===== src/rtl/serial_addsub.sv =====
// Bit-serial two's complement add/sub with word framing and a recirculating delay line.
// Optional SERIAL_ADDSUB_OVF_STICKY_EN adds a sticky overflow flag output.
module serial_addsub #(
  parameter int WORD_LEN = 17,
  parameter int CNT_W    = $clog2(WORD_LEN + 1)
) (
  input  logic       clk,
  input  logic       rst,
  input  logic       word_start,
  input  logic [1:0] op,
  input  logic       a,
  input  logic       b,
  output logic       sum,
  output logic       word_done,
  output logic       ovf,
`ifdef SERIAL_ADDSUB_OVF_STICKY_EN
  output logic       ovf_sticky,
`endif
  output logic       acc_valid
);

  typedef enum logic [1:0] {
    ADD     = 2'b00,
    SUB     = 2'b01,
    ACC_ADD = 2'b10,
    ACC_SUB = 2'b11
  } op_t;

  localparam logic [CNT_W-1:0] LAST = CNT_W'(WORD_LEN - 1);
  localparam logic [CNT_W-1:0] IDLE = CNT_W'(WORD_LEN);

  logic [CNT_W-1:0]    cnt;
  logic [CNT_W-1:0]    idx;
  op_t                 op_q;
  op_t                 op_c;
  logic                carry;
  logic [WORD_LEN-1:0] line;
  logic                active;
  logic                abort;
  logic                last;
  logic                tail;
  logic                x;
  logic                y;
  logic                cin;
  logic                s;
  logic                cout;

  always_comb begin
    active = word_start | (cnt != IDLE);
    abort  = word_start & (cnt != IDLE);
    idx    = word_start ? '0 : cnt;
    op_c   = word_start ? op_t'(op) : op_q;
    last   = active & (idx == LAST);
    // an aborting word must not see the now-misaligned line
    tail   = line[WORD_LEN-1] & acc_valid & ~abort;
    x      = a;
    y      = b;
    unique case (op_c)
      ADD:     begin x = a;    y = b;  end
      SUB:     begin x = a;    y = ~b; end
      ACC_ADD: begin x = tail; y = a;  end
      ACC_SUB: begin x = tail; y = ~a; end
      default: begin x = a;    y = b;  end
    endcase
    cin  = word_start ? op_c[0] : carry;
    s    = x ^ y ^ cin;
    cout = (x & y) | (x & cin) | (y & cin);
  end

  always_ff @(posedge clk or posedge rst) begin
    if (rst) begin
      cnt        <= IDLE;
      op_q       <= ADD;
      carry      <= 1'b0;
      line       <= '0;
      sum        <= 1'b0;
      word_done  <= 1'b0;
      ovf        <= 1'b0;
      acc_valid  <= 1'b0;
`ifdef SERIAL_ADDSUB_OVF_STICKY_EN
      ovf_sticky <= 1'b0;
`endif
    end else begin
      if (word_start)
        op_q <= op_t'(op);
      if (active) begin
        cnt   <= last ? IDLE : idx + CNT_W'(1);
        carry <= cout;
        line  <= {line[WORD_LEN-2:0], s};
      end
      sum       <= active & s;
      word_done <= last;
      ovf       <= last & (cin ^ cout);
      if (abort)
        acc_valid <= 1'b0;
      else if (last)
        acc_valid <= 1'b1;
`ifdef SERIAL_ADDSUB_OVF_STICKY_EN
      if (word_start && op == 2'b10 && !acc_valid)
        ovf_sticky <= 1'b0;
      else if (last && (cin ^ cout))
        ovf_sticky <= 1'b1;
`endif
    end
  end

endmodule


===== config.mk =====
export PLATFORM = sky130hd
export DESIGN_NAME = serial_addsub
export DESIGN_NICKNAME = d
export VERILOG_FILES = /design/src/rtl/serial_addsub.sv
export SDC_FILE = /design/constraint.sdc
export NUM_CORES = 1
export LEC_CHECK = 0
export BUFFER_PORTS_ARGS = -buffer_cell sky130_fd_sc_hd__clkbuf_2
export CELL_PAD_IN_SITES_DETAIL_PLACEMENT = 0
export CELL_PAD_IN_SITES_GLOBAL_PLACEMENT = 1
export CORE_ASPECT_RATIO = 1.5
export CORE_MARGIN = 1
export CORE_UTILIZATION = 43
export DETAILED_ROUTE_END_ITERATION = 8
export GPL_TIMING_DRIVEN = 0
export PLACE_DENSITY = 0.76
export RECOVER_POWER = 50
export SLEW_MARGIN = 20
export SYNTH_ARGS = -nofsm -noshare
export SYNTH_HDL_FRONTEND = slang
export SYNTH_SLANG_ARGS = --single-unit

===== constraint.sdc =====
create_clock -name clk -period 1.85 [get_ports clk]
set_input_delay 0 -clock clk [delete_from_list [all_inputs] [get_ports clk]]
set_output_delay 0 -clock clk [all_outputs]
set_load 0.005 [all_outputs]

==> run metrics, run 1 <==
largest net degree at the start of global routing 30; cells on worst reg2reg path 5; drt total wl 2140 um; Worst path slowest cell dfstp_2; # setup viols final 1; Worst Tran Pin Value 1.08 ns; root buffer cell clkbuf_8; worst path buffer plus inverter count 0; All-Layer GR Usage 17.2%; DP HPWL 1480 um; overflow left after global routing 0; DR iter-0 viols 10; synthesized area 1330 um^2; CP required 2.02 ns; Initial Util 45.5%; CP Max Fanout 2; PD cells 1170 nW/um^2; Post-synth EDFFs 0; diode count 0; Worst Path Class, Setup reg -> reg; failing checks setup timing; ys flop type dfrtp_1; number of cells on the worst hold path 3; critical path startpoint category register; worst-path cell chain nor4b_4 > a21boi_2 > o31ai_2 > fa_1 > mux2_4; skew final 0.00617 ns; Top delay family on crit path flip-flops; vias post-DR 747; CTS Buf Count 5; total die area 3310 um^2; min Tclk post-route 1.95 ns; worst vdd ir 0.636 mV; count leader, synth dfrtp_1; nets 125; share of layout cells above drive strength 1 42.2%; met1 Use GR 21.0%; Die Y 70.0 um; top cells by count, synth 27 x dfrtp_1, 16 x mux2_4, 8 x inv_1, 4 x nand2_1; initial antenna violation count 0; RSZ-0062 raised after global routing yes; wire per inst 13.8 um; Design Area, Final 1580 um^2; GPL Wtd Cong 0.685; synthesized flop and latch total 29; fraction of registers with async set/reset 100%; worst hold start op[0]; relative slew slack 27.9%; Clock transition at path regs 0.06 ns; Synth area leader dfrtp_1; Crit. Startpoint cnt[4]; die span in x 47.3 um; slowest stage delay, CP 0.54 ns; CP Capture Type register; Initial DRT Pass Iterations 3; Reg2Reg Setup Slack -0.1 ns; routed vias/inst 4.82; clock sink count 29; Seq/Total Area, Yosys 55.0%; DRC 0; max-slew violation count 0; final hold vios 0; worst hold endpoint op_q[0]; core area 2910 um^2; Worst Slack Setup Final -0.0970 ns; Syn. warnings 0; Synth-to-Final Area Change 19.5%; FF-to-FF End line[0]; status finished, violations left; Core Rows 24; Design Power 1.86 mW; I/O pin total 11; Setup TNS -0.0970 ns; Cells after DPL 143; Detail Route Antenna Nets 0; Synth Net Count 104; Skew-Pair Late Insertion Delay 0.28 ns; Synth top area share 51.0%; max-cap violations 0; met3 Usage GRT 7.75%; period utilization 105%; vias in the first global route 832; H-tree depth 2; fmax 514 MHz; first-pass GRT wire length 3870 um; Most Used Layer, Global Route met2; clk buf depth 2; Critical R2R Launch cnt[4]; CP arrival 2.11 ns; PortBufs 10; Leak 0.793 nW; WHS 0.0232 ns; CTS tree yes; M2 GR Usage 24.8%; Post-DP Area 1420 um^2; Hold Path Class in -> reg; Mapped Cells 94; Synth area leaders dfrtp_1 51%, mux2_4 18%, dfstp_2 4.0%; Synth Area per Inst 14.1 um^2; final cell count without fillers 155; synth unique cells 28
[registers in the layout, summed over array words and instances, names as in the netlist]
name       count
op_q           2
ovf            1
carry          1
sum            1
line          17
cnt            5
word_done      1
acc_valid      1
[worst max-delay path by stage]
stage	endpoint	slack [ns]	cells past startpoint
finish	line[0]	-0.1	5
global route	line[0]	-0.18	5
CTS	line[0]	-0.12	5
detailed placement	line[0]	-0.22	5
global placement	line[0]	-0.21	5
floorplan	line[0]	-0.06	5
[worst register-to-register path: stages (launching register included)]
cell      delay, ns
dfstp_2        0.54
nor4b_4        0.24
a21boi_2       0.10
o31ai_2        0.22
fa_1           0.46
mux2_4         0.27
[report_power, final]
part           leakage, nW  internal, mW  switching, mW
sequential           0.345         0.817          0.116
combinational        0.394         0.250          0.105
clock               0.0542         0.335          0.234
[kinds of logic after synthesis]
kind of cell / Yosys count / synth area share, %
xor+xnor: 5 / 3.31
fa+ha+maj: 3 / 3.40
flops: 29 / 55.0
simple gates: 20 / 9.44
buf+inv: 11 / 4.34
compound gates: 5 / 2.46
mux: 21 / 22.1
[stage by stage]
stage	worst slack [ns]	util, %
3_3_place_gp	-0.208	48.9
6_report	-0.0970	54.3
2_1_floorplan	-0.0635	-
4_1_cts	-0.124	53.4
3_5_place_dp	-0.223	48.9
5_1_grt	-0.183	54.3
[what timing repair did]
item / 4_1_cts / 5_1_grt
hold buffers: 1 / 1
gates resized for setup: 4 / 2
pin swaps: 1 / 1
endpoints found under the setup margin: 3 / 4
endpoints found under the hold margin: 1 / 27
setup buffers: 1 / 1
[layout by cell type, fill, tap and decap left out, drive strengths merged]
cell type    Yosys  layout
mux2            18      18
ha               2       2
a21boi           1       1
dfstp            2       2
clkinv           0       1
buf              3       5
xnor2            2       2
o31ai            1       1
or2b             2       2
nand2b           1       1
o211ai           1       1
fa               1       1
nand3            3       3
nor4b            1       1
mux2i            3       3
dlygate4sd3      0       2
and2             1       1
dfrtp           27      27
o21ai            1       1
nor2b            1       1
xor2             3       3
nor3b            1       1
a21oi            1       1
nor2             3       3
nand2            5       5
inv              8       8
clkbuf           0      17
and3             2       2
[routing by layer]
layer | part of all wire (%) | vias up
li1 | - | 353
met1 | 44 | 374
met2 | 49 | 14
met3 | 4.4 | 6
met4 | 2.4 | 0
met5 | 0 | -
[area by class of cell]
cell class	count	area [um^2]
clock buffer	7	96.3
sequential	29	731
timing repair buffer	14	83.8
clock inverter	1	5.00
tap	39	48.8
inverter	8	30.0
multi-input combinational	54	561
buffer	3	27.5
fill	265	1330
Power figures use the tool's default switching activity.
==> run 2, diff against run 1 <==
--- a/config.mk
+++ b/config.mk
@@ -8,2 +8,3 @@
 export BUFFER_PORTS_ARGS = -buffer_cell sky130_fd_sc_hd__clkbuf_2
+export CAP_MARGIN = 20
 export CELL_PAD_IN_SITES_DETAIL_PLACEMENT = 0
@@ -13,2 +14,3 @@
 export CORE_UTILIZATION = 43
+export CTS_CLUSTER_SIZE = 8
 export DETAILED_ROUTE_END_ITERATION = 8
==> constraint.sdc (replaced) <==
create_clock -name clk -period 1.85 [get_ports clk]
set_input_delay 0.37 -clock clk [delete_from_list [all_inputs] [get_ports clk]]
set_output_delay 0.37 -clock clk [all_outputs]
set_load 0.005 [all_outputs]
==> run 2 against run 1 <==
  * Via count is 1.7% lower
  * Combinational power hardly changed
  * First-iteration DRC count is 90% higher
  * Sequential share of layout area is 0.067 points higher
  * Utilization is 0.17 points lower
  * The run still ends with setup timing left
  * Cell area is 0.32% lower
  * Non-clock buffer count stayed put
  * Sequential power is 1% lower
  * Largest power group unchanged
  * Clock power is 11% lower
==> run metrics, run 2 (same netlist as run 1, synthesis figures left out) <==
die span in x 47.3 um (unchanged); Design Power 1.78 mW (-4.1%); Detail Route Antenna Nets 0 (unchanged); CTS tree yes; I/O pin total 11 (unchanged); overflow left after global routing 0 (unchanged); first-pass GRT wire length 3340 um (-14%); Regs by FF count line (17), cnt (5), op_q (2); Core Rows 24 (unchanged); DRC 0 (unchanged); wire per inst 12.6 um (-8.5%); core area 2910 um^2 (unchanged); most common cell after layout, fill and taps aside dfrtp_1; relative slew slack 28.0% (+0.10 points); Most flops, register line; vias in the first global route 754 (-9.4%); routed vias/inst 4.77 (-1.1%); CP Max Fanout 2 (unchanged); Crit. Startpoint cnt[4]; drt total wl 1950 um (-9.1%); min Tclk post-route 1.93 ns (-0.0145 ns); DP HPWL 1330 um (-10%); PD cells 1130 nW/um^2 (-3.8%); RSZ-0062 raised after global routing yes; total die area 3310 um^2 (unchanged); Worst Tran Pin Value 1.08 ns (-0.00157 ns); max-slew violation count 0 (unchanged); initial antenna violation count 0 (unchanged); Initial DRT Pass Iterations 4 (+1); H-tree depth 2 (unchanged); Post-CTS Hold Buffers 0 (-1); Worst Path Class, Setup reg -> reg; PortBufs 10 (unchanged); max reg flops 17 (unchanged); max-cap violations 0 (unchanged); All-Layer GR Usage 15.0% (-2.2 points); Skew-Pair Late Insertion Delay 0.27 ns (about the same); Critical R2R Launch cnt[4]; Worst path slowest cell dfstp_2; critical path startpoint category register; slowest stage delay, CP 0.53 ns (about the same); diode count 0 (unchanged); nets 125 (unchanged); Cells after DPL 143 (unchanged); clock sink count 29 (unchanged); Initial Util 45.5% (unchanged); status finished, violations left; fmax 517 MHz (+0.75%); Fill cells 260 (-1.9%); Clock transition at path regs 0.06 ns (about the same); DR iter-0 viols 19 (+9); failing checks setup timing; CP arrival 2.09 ns (-0.02 ns); CTS Buf Count 5 (unchanged); skew final 0.00242 ns (-0.00375 ns); vias post-DR 734 (-1.7%); worst vdd ir 0.788 mV (+24%); Die Y 70.0 um (unchanged); largest net degree at the start of global routing 30 (unchanged); worst-path cell chain nor4b_4 > a21boi_2 > o31ai_2 > fa_1 > mux2_4; CP required 2.01 ns (about the same); Hold Path Class in -> async; GPL Wtd Cong 0.691 (+0.86%); share of layout cells above drive strength 1 42.6% (+0.37 points); final cell count without fillers 154 (-0.65%); most frequent cells in the layout 26 x dfrtp_1, 16 x mux2_4, 10 x clkbuf_2; WHS 0.350 ns (+0.326 ns); # setup viols final 1 (unchanged); period utilization 104% (-0.78 points); Worst Slack Setup Final -0.0826 ns (+0.0145 ns); clk buf depth 2 (unchanged); Synth-to-Final Area Change 19.1%; CP Capture Type register; worst slack, placed -0.285 ns (-0.0620 ns); final hold vios 0 (unchanged); Leak 0.796 nW (+0.42%); root buffer cell clkbuf_8
[run 2: critical path, delay by kind of cell, from the launching register on]
family | cells | cell delay [ns]
AOI/OAI and AO/OA | 2 | 0.36
adders and majority gates | 1 | 0.45
DFF | 1 | 0.53
muxes | 1 | 0.26
and+or+nand+nor | 1 | 0.23
[run 2: cell type report]
class	count	area, um^2	area share, %
timing repair buffer	14	80.1	5.08
tap	39	48.8	3.09
buffer	3	42.5	2.70
inverter	8	30.0	1.90
sequential	29	729	46.2
clock buffer	7	86.3	5.47
multi-input combinational	54	561	35.5
[run 2: repair_timing]
action / CTS / global route
resized for setup: 1 / 1
setup endpoints to repair: 2 / 3
buffers inserted: 1 / 3
pin swaps: 0 / 2
cloned: 0 / 0
[run 2: layer usage]
layer / wire [um] / vias to the layer above / GRT usage, %
li1: - / 356 / -
met1: 852 / 362 / 17.2
met2: 969 / 12 / 22.4
met3: 63 / 4 / 5.43
met4: 60 / 0 / 9.52
met5: 0 / - / 0
[run 2: through the flow]
| stage | instance area (um^2) | TNS (ns) | util, % |
|---|---|---|---|
| global placement | 1460 | -0.809 | 50.0 |
| finish | 1580 | -0.0826 | 54.2 |
| global route | 1580 | -0.263 | 54.2 |
| detailed placement | 1460 | -0.824 | 50.0 |
| CTS | 1550 | -0.141 | 53.4 |
| floorplan | 1360 | -0.0640 | - |
[run 2: worst paths after layout]
| kind | to | slack (ns) | cells past startpoint |
|---|---|---|---|
| min in group clk | op_q[1] | 0.37 | 3 |
| worst min register to register | line[15] | 0.50 | 1 |
| worst max register to register | line[0] | -0.08 | 5 |
| worst max-delay path | line[0] | -0.08 | 5 |
| max in group asynchronous | cnt[2] | 0.78 | 2 |
| worst min-delay path | line[8] | 0.35 | 2 |
[run 2: where the power goes]
part | internal (mW) | switching (mW) | total (mW)
combinational | 0.253 | 0.103 | 0.356
clock | 0.294 | 0.211 | 0.505
sequential | 0.816 | 0.103 | 0.919
total | 1.36 | 0.416 | 1.78
==> run 3, diff against run 2 <==
GPL_TIMING_DRIVEN = default   (was 0)
==> run 3 against run 2 <==
  * The flow finishes with violations (capacitance limit, slew limit, setup timing)
  * Clock skew up 0.00092 ns
  * Maximum frequency shrank 0.49%
  * Wire length rose by 2.3%
  * Sequential power is essentially flat
  * Non-clock buffer count grew 6
  * Via count is 2.6% higher
  * Largest cell class unchanged
==> run metrics, run 3 (same netlist as run 1, synthesis figures left out) <==
status finished, violations left; failing checks capacitance limit, slew limit, setup timing; Crit. Startpoint cnt[4]; PortBufs 10 (unchanged); routed vias/inst 4.68 (-1.9%); nets 131 (+4.8%); Core Rows 24 (unchanged); Levels on crit path 5 (unchanged); Worst path slowest cell dfstp_2; RSZ-0062 raised after global routing yes; Die Y 70.0 um (unchanged); Post-DP Area 1520 um^2 (+4.6%); Fill cells 249 (-4.2%); Top delay family on crit path flip-flops; worst path buffer plus inverter count 0 (unchanged); fmax 515 MHz (-0.49%); max-cap violations 1 (+1); Worst Path Class, Setup reg -> reg; Post-CTS Hold Buffers 0 (unchanged); Skew-Pair Late Insertion Delay 0.27 ns (about the same); vias post-DR 753 (+2.6%); DP HPWL 1420 um (+6.5%); All-Layer GR Usage 15.8% (+0.83 points); I/O pin total 11 (unchanged); drt total wl 1990 um (+2.3%); total die area 3310 um^2 (unchanged); initial antenna violation count 0 (unchanged); final cell count without fillers 161 (+4.5%); share of layout cells above drive strength 1 42.6% (about the same); skew final 0.00334 ns (+0.000920 ns); max-slew violation count 30 (+30); min Tclk post-route 1.94 ns (+0.00955 ns); setup bufs post-CTS 0 (-1); Initial DRT Pass Iterations 2 (-2); worst vdd ir 0.775 mV (-1.6%); Cells after DPL 153 (+7.0%); FF+latch area 728 um^2 (-0.17%); wire per inst 12.4 um (-2.1%); most common cell after layout, fill and taps aside dfrtp_1; relative slew slack -2.16% (-30 points); footprint of the multi-input gates 561 um^2 (unchanged); Detail Route Antenna Nets 0 (unchanged); max reg flops 17 (unchanged); cells on worst reg2reg path 5 (unchanged); overflow left after global routing 0 (unchanged); DRC 0 (unchanged); clk buf depth 2 (unchanged); DR iter-0 viols 20 (+1); PD cells 1100 nW/um^2 (-2.1%); Clock transition at path regs 0.06 ns (about the same); Hold Path Class in -> reg; core area 2910 um^2 (unchanged); largest net degree at the start of global routing 30 (unchanged); Post-Route Utilization 55.1% (+0.90 points); slowest stage delay, CP 0.53 ns (about the same); worst hold start op[1]; worst-path cell chain nor4b_4 > a21boi_2 > o31ai_2 > fa_1 > mux2_4; root buffer cell clkbuf_8; period utilization 105% (+0.52 points); CP required 2.00 ns (about the same); vias in the first global route 824 (+9.3%); final hold vios 0 (unchanged); worst slack, placed -0.125 ns (+0.160 ns); CP Capture Type register; GPL Wtd Cong 0.694 (+0.36%); clock sink count 29 (unchanged); Regs by FF count line (17), cnt (5), op_q (2); first-pass GRT wire length 3670 um (+9.9%); CTS tree yes; CP Max Fanout 2 (unchanged); FF-to-FF End line[0]; Leak 0.817 nW (+2.6%); most frequent cells in the layout 27 x dfrtp_1, 16 x mux2_4, 11 x buf_4; Critical Path End line[0]; critical path startpoint category register; CP arrival 2.10 ns (about the same); Initial Util 45.5% (unchanged); diode count 0 (unchanged); Worst Slack Setup Final -0.0921 ns (-0.00955 ns); Synth-to-Final Area Change 21.1%; Most flops, register line; Design Area, Final 1600 um^2 (+1.7%); Worst Tran Pin Value 1.53 ns (+0.454 ns); # setup viols final 1 (unchanged); Reg2Reg Setup Slack -0.09 ns (about the same); CTS Buf Count 5 (unchanged); die span in x 47.3 um (unchanged); H-tree depth 2 (unchanged); cells resized by post-CTS repair 1 (unchanged); Critical R2R Launch cnt[4]
-- run 3: changes by cell type in the layout (fill, tap and decap cells not counted), sizes merged --
cell	change
buf	+5
clkbuf	+2
-- run 3: metrics by stage --
stage	setup TNS [ns]	hold WS, ns	total power [mW]
after detailed placement	-0.486	0.434	1.30
after global placement	-0.154	0.436	1.29
after floorplan	-0.0640	0.447	1.20
final	-0.0921	0.489	1.77
after CTS	-0.0990	0.146	1.80
after global routing	-1.11	0.495	1.87
-- run 3: layout make-up --
| type | count | share of cell area (%) |
|---|---|---|
| flip-flops and latches | 29 | 45.4 |
| multi-input cells | 54 | 34.9 |
| repair buffers | 23 | 9.75 |
| clock buffers | 8 | 4.99 |
| well taps | 39 | 3.04 |
| inverters | 8 | 1.87 |
-- run 3: worst min path at each step --
stage                 to  cells past startpoint
6_report         op_q[1]                      4
3_3_place_gp     line[9]                      3
5_1_grt          op_q[1]                      4
2_1_floorplan  acc_valid                      1
4_1_cts         line[16]                      3
3_5_place_dp     line[9]                      3
-- run 3: layer usage --
layer / vias to the layer above / part of all wire (%) / global-route usage (%) / routed length [um]
met5: - / 0 / 0 / 0
met4: 0 / 1.7 / 7.62 / 33
met3: 4 / 2.1 / 4.65 / 42
met2: 10 / 51 / 23.4 / 1010
met1: 371 / 45 / 20.5 / 901
li1: 368 / - / - / -
-- run 3: where the power goes --
| part | total, mW | internal (mW) | switching, mW | leakage [nW] |
|---|---|---|---|---|
| clock network | 0.483 | 0.266 | 0.216 | 0.0395 |
| logic | 0.371 | 0.263 | 0.108 | 0.429 |
| registers | 0.918 | 0.816 | 0.102 | 0.348 |
-- run 3: worst register-to-register path, stage by stage, from the launching register on --
cell and delay [ns]:
dfstp_2 0.53, nor4b_4 0.23, a21boi_2 0.11, o31ai_2 0.25
fa_1 0.45, mux2_4 0.26
